$ cat config.mk
export PLATFORM = sky130hd
export DESIGN_NAME = vga_timing_gen
export DESIGN_NICKNAME = d
export VERILOG_FILES = /design/src/rtl/vga_timing_gen.sv
export SDC_FILE = /design/constraint.sdc
export NUM_CORES = 1
export LEC_CHECK = 0
export CAP_MARGIN = 10
export CORE_MARGIN = 1.5
export CORE_UTILIZATION = 57
export DETAILED_ROUTE_END_ITERATION = 8
export PLACE_DENSITY = 0.85
export SYNTH_ARGS = -nofsm -noshare
export SYNTH_HDL_FRONTEND = slang
export SYNTH_SLANG_ARGS = --single-unit
$ cat constraint.sdc
create_clock -name clk -period 9 [get_ports clk]
set_clock_uncertainty 0.15 [all_clocks]
set_input_delay 1.35 -clock clk [delete_from_list [all_inputs] [get_ports clk]]
set_output_delay 1.35 -clock clk [all_outputs]
set_load 0.01 [all_outputs]
$ cat src/rtl/vga_timing_gen.sv
// Parametrised VGA raster timing generator with a clock-enable pixel divider.
// Optional one-pixel prefetch outputs are enabled by defining VGA_TIMING_LOOKAHEAD_EN.
module vga_timing_gen #(
  parameter int unsigned CLK_DIV  = 2,
  parameter int unsigned H_SYNC   = 96,
  parameter int unsigned H_BP     = 48,
  parameter int unsigned H_ACTIVE = 640,
  parameter int unsigned H_FP     = 16,
  parameter int unsigned V_SYNC   = 2,
  parameter int unsigned V_BP     = 33,
  parameter int unsigned V_ACTIVE = 480,
  parameter int unsigned V_FP     = 10,
  parameter logic        SYNC_POL = 1'b0,
  parameter int unsigned CW       = 16
) (
  input  logic          clk,
  input  logic          rst,
  output logic          pix_ce,
  output logic          h_sync,
  output logic          v_sync,
  output logic          active,
  output logic [CW-1:0] pix_x,
  output logic [CW-1:0] pix_y,
  output logic          line_start,
  output logic          frame_start,
  output logic [31:0]   frame_count
`ifdef VGA_TIMING_LOOKAHEAD_EN
  ,
  output logic          fetch_valid,
  output logic [CW-1:0] fetch_x,
  output logic [CW-1:0] fetch_y
`endif
);

  localparam int unsigned H_TOTAL = H_SYNC + H_BP + H_ACTIVE + H_FP;
  localparam int unsigned V_TOTAL = V_SYNC + V_BP + V_ACTIVE + V_FP;
  localparam int unsigned DW = (CLK_DIV > 1) ? $clog2(CLK_DIV) : 1;
  localparam int unsigned HW = $clog2(H_TOTAL + 1);
  localparam int unsigned VW = $clog2(V_TOTAL + 1);

  localparam logic [DW-1:0] D_LAST    = DW'(CLK_DIV - 1);
  localparam logic [HW-1:0] H_LAST    = HW'(H_TOTAL - 1);
  localparam logic [HW-1:0] H_SYNC_E  = HW'(H_SYNC);
  localparam logic [HW-1:0] H_ACT_B   = HW'(H_SYNC + H_BP);
  localparam logic [HW-1:0] H_ACT_E   = HW'(H_SYNC + H_BP + H_ACTIVE);
  localparam logic [VW-1:0] V_LAST    = VW'(V_TOTAL - 1);
  localparam logic [VW-1:0] V_SYNC_E  = VW'(V_SYNC);
  localparam logic [VW-1:0] V_ACT_B   = VW'(V_SYNC + V_BP);
  localparam logic [VW-1:0] V_ACT_E   = VW'(V_SYNC + V_BP + V_ACTIVE);

  typedef struct packed {
    logic          hs;
    logic          vs;
    logic          act;
    logic [CW-1:0] x;
    logic [CW-1:0] y;
  } dec_t;

  function automatic dec_t decode(input logic [HW-1:0] h, input logic [VW-1:0] v);
    dec_t d;
    logic h_in;
    logic v_in;
    h_in  = (h >= H_ACT_B) && (h < H_ACT_E);
    v_in  = (v >= V_ACT_B) && (v < V_ACT_E);
    d.hs  = (h < H_SYNC_E) ? SYNC_POL : ~SYNC_POL;
    d.vs  = (v < V_SYNC_E) ? SYNC_POL : ~SYNC_POL;
    d.act = h_in && v_in;
    d.x   = d.act ? CW'(h - H_ACT_B) : '0;
    d.y   = d.act ? CW'(v - V_ACT_B) : '0;
    return d;
  endfunction

  logic [DW-1:0] dcnt_q, dcnt_d;
  logic [HW-1:0] h_q, h_d;
  logic [VW-1:0] v_q, v_d;
  dec_t          dec_q, dec_d;
  logic          pix_ce_q, line_start_q, frame_start_q;
  logic [31:0]   frame_count_q, frame_count_d;
  logic          tick, new_line, new_frame;

`ifdef VGA_TIMING_LOOKAHEAD_EN
  logic [HW-1:0] h_nn;
  logic [VW-1:0] v_nn;
  dec_t          fdec_q, fdec_d;
`endif

  always_comb begin
    tick   = (dcnt_q == D_LAST);
    dcnt_d = tick ? '0 : dcnt_q + 1'b1;
    h_d    = h_q;
    v_d    = v_q;
    if (tick) begin
      if (h_q == H_LAST) begin
        h_d = '0;
        v_d = (v_q == V_LAST) ? '0 : v_q + 1'b1;
      end else begin
        h_d = h_q + 1'b1;
      end
    end
    new_line      = tick && (h_d == '0);
    new_frame     = new_line && (v_d == '0);
    dec_d         = tick ? decode(h_d, v_d) : dec_q;
    frame_count_d = new_frame ? frame_count_q + 32'd1 : frame_count_q;
  end

`ifdef VGA_TIMING_LOOKAHEAD_EN
  // Decode the position one pixel beyond the one being entered, so a
  // one-cycle-latency RAM read issued now lands with the next pix_ce.
  always_comb begin
    h_nn = h_d;
    v_nn = v_d;
    if (h_d == H_LAST) begin
      h_nn = '0;
      v_nn = (v_d == V_LAST) ? '0 : v_d + 1'b1;
    end else begin
      h_nn = h_d + 1'b1;
    end
    fdec_d = tick ? decode(h_nn, v_nn) : fdec_q;
  end
`endif

  always_ff @(posedge clk) begin
    if (!rst) begin
      dcnt_q        <= '0;
      h_q           <= H_LAST;
      v_q           <= V_LAST;
      dec_q         <= '{hs: ~SYNC_POL, vs: ~SYNC_POL, act: 1'b0, x: '0, y: '0};
      pix_ce_q      <= 1'b0;
      line_start_q  <= 1'b0;
      frame_start_q <= 1'b0;
      frame_count_q <= '0;
    end else begin
      dcnt_q        <= dcnt_d;
      h_q           <= h_d;
      v_q           <= v_d;
      dec_q         <= dec_d;
      pix_ce_q      <= tick;
      line_start_q  <= new_line;
      frame_start_q <= new_frame;
      frame_count_q <= frame_count_d;
    end
  end

`ifdef VGA_TIMING_LOOKAHEAD_EN
  always_ff @(posedge clk) begin
    if (!rst) begin
      fdec_q <= '0;
    end else begin
      fdec_q <= fdec_d;
    end
  end

  assign fetch_valid = fdec_q.act;
  assign fetch_x     = fdec_q.x;
  assign fetch_y     = fdec_q.y;
`endif

  assign pix_ce      = pix_ce_q;
  assign h_sync      = dec_q.hs;
  assign v_sync      = dec_q.vs;
  assign active      = dec_q.act;
  assign pix_x       = dec_q.x;
  assign pix_y       = dec_q.y;
  assign line_start  = line_start_q;
  assign frame_start = frame_start_q;
  assign frame_count = frame_count_q;

endmodule

==> metrics.txt <==
CTS Hold Bufs=0; fmax=236 MHz; Core Area=0.00687 mm2; port bufs=71; M1 WL=4420 um; Synth Register Bits=81; Adder-Cell Fraction of Synth Area=2.76%; WL/cell=15.7 um; endpoints failing setup=0; cell leakage power=1.79 nW; Reg area=0.00162 mm2; Gates resized, CTS repair=0; CP max FO=29; Final ANT Viol Nets=0; hold violation count in the final report=0; fin cells=646; mux cell area share after synthesis=1.01%; top_reg_cell synth=dfxtp_1; fraction of layout cells with a size suffix above 1=5.64%; clock sink count=81; Cell Area, Synth=0.00407 mm2; row cnt=30; synthesis-to-layout area growth=21.7%; Net Count, Synth=508; routed wl met2=4820 um; multi-input logic area=0.00219 mm2; Starting Density=59.3%; Clock Latency Late Sink=350 ps; Clock power frac=33.1%; # diodes=0; critical path class=flop to flop; TritonRoute pass-1 iters=6; WP data arrival=4370 ps; top routing layer used=met4; number of flops mapped to enable cells by yosys=0; worst vdd ir=101 uV; CTS buffer count=9; num ports=72; setup TNS=0 ps; chip height=87.5 um; Sw Pwr=306 uW; # fillers=560; top area cells in the synthesized netlist=dfxtp_1 40%, o21ai_0 6.6%, nand2_1 6.1%, a21oi_1 4.2%, or3_1 3.5%; Vias/cell=5.91; RePlAce Congestion=0.904; Critical Path Start Type=flop; Pint=621 uW; Post-Synth XOR/XNOR Area=5.80%; Max Slew Vio Count=0; RSZ-0062 raised after global routing=false; Worst slew margin=45.2%; Synth Area in Compound Gates=18.4%; Net Sw Frac=33.0%; via count=3,821; CTS tree=done; PD cells=187 mW/mm2; Synth Area in Simple Gates=25.8%; final wirelength=10,100 um; worst slew pin tran=820 ps; Hold Crit Class=flop to flop; Combinational Power Share=24.1%; cells after synthesis=497; CP endpoint kind=flop; remaining global-route overflow=0; first-pass GRT wire length=16,600 um; distinct cell type count after synthesis=57; Final Critical Period=4240 ps; syn avg cell area=8.20 um2; Synth warnings=0; Seq pwr share=42.9%; Placed Cells=631; Synth area leader=dfxtp_1; htree depth=3; clk root buf=clkbuf_8; Async S/R FF share, synth=0%; die width=87.5 um; nets=557; largest net degree at the start of global routing=47; sequential-to-total area share from yosys stat=39.8%; CTS max path bufs=2; Critical-path top delay cell=or4_1; status=completed; CP cell instances=ha_1, nand3_1, or4_1, a22oi_1, ha_1, nand2_1, nor3_4, nand4_2, or4_1, a21oi_1; Die Footprint=0.00766 mm2; initial antenna violation count=0; drc violations=0; DP HPWL=6940 um; met3 wire len=602 um; combinational family with the most area after synthesis=simple AND/OR/NAND/NOR gates; iteration-0 DRC count of the detailed router=262; Tcrit/Tclk final=47.1%; All-Layer GR Usage=27.4%; Critical Path RT=9130 ps; Setup Fix Bufs, Post-CTS=0; max cap viols=0; Crit path largest cell delay=740 ps; clock-pin slew on the worst setup and hold paths=90 ps; Yosys top cell area share=39.8%; number of global-route vias before repair=3,603
power by group through the flow:
stage	sequential, mW	combinational (mW)	clock (mW)
floorplan	0.393	0.182	0
global placement	0.404	0.214	0
detailed placement	0.404	0.217	0
CTS	0.396	0.219	0.308
global route	0.399	0.247	0.322
finish	0.397	0.223	0.306
path summary, 6_finish.rpt:
check / slack [ps] / endpoint / cells past startpoint / start
max: 4760 / frame_count[15] / 10 / h_q[0]
min: 290 / active / 2 / active
max reg2reg: 4760 / frame_count[15] / 10 / h_q[0]
min reg2reg: 290 / active / 2 / active
metrics by stage:
step	total power, mW	cell area (um2)	utilization, %	hold WS (ps)	setup slack (ps)
after global placement	0.618	4730	68.9	283	4930
after detailed placement	0.621	4730	68.9	286	4800
after floorplan	0.574	4070	-	317	5370
final	0.926	4960	72.2	294	4760
after CTS	0.923	4960	72.2	298	4780
after global routing	0.968	4960	72.2	322	4280
cell families after synthesis:
group                      after synthesis
and+or+nand+nor                        198
AOI/OAI and AO/OA                      124
DFF                                     81
buffers and inverters                   54
xor gates and xnor gates                27
adders and majority gates                9
muxes                                    4
layout by cell type, fill, tap and decap left out, types with 5 or more instances in the layout:
cell and count:
inv_1 17, clkbuf_8 10, xnor2_1 14, and4_1 7, clkdlybuf4s50_1 71, o31ai_1 7, and2_1 5, xor2_1 13
nand2_1 66, dfxtp_1 81, or3_1 23, nand3_1 18, or4_1 8, a21oi_1 34, and3_1 10, ha_1 9
o21ai_0 54, nor2_1 29, nand4_1 14
critical path: cells and delay by family (launching register included):
family | cells | cell delay, ps
AND/OR/NAND/NOR | 6 | 2470
AO/OA/AOI/OAI | 2 | 560
flip-flops | 1 | 440
adder cells (fa/ha/maj) | 2 | 530
synthesized netlist by cell type (all sizes together), types with 3 or more instances:
cell	n
and3	10
dfxtp	81
xnor2	14
or4	8
clkbuf	18
and2	6
a21oi	34
nor2	29
a31oi	4
inv	18
ha	9
and4	7
nand4	16
o21ai	55
or3	23
o31ai	7
xor2	13
nor3	3
nand3	18
mux2i	3
nor4	5
buf	18
nand2	66
layout make-up:
cell class	instances	share of cell area, %
multi-input cells	362	44.2
flip-flops and latches	81	32.7
repair buffers	74	14.8
clock buffers	10	2.78
well taps	96	2.42
clock inverters	5	1.74
inverters	18	1.36
registers in the layout, summed over array words and instances (netlist names), 10 cells and up:
register / cells
pix_x: 11
pix_y: 11
frame_count: 32
h_q: 10
v_q: 10
routing by layer:
metal	global-route usage, %	vias up
li1	-	1858
met1	35.6	1785
met2	44.9	147
met3	4.71	31
met4	12.3	0
met5	0	-
(Power assumes the default switching activity.)
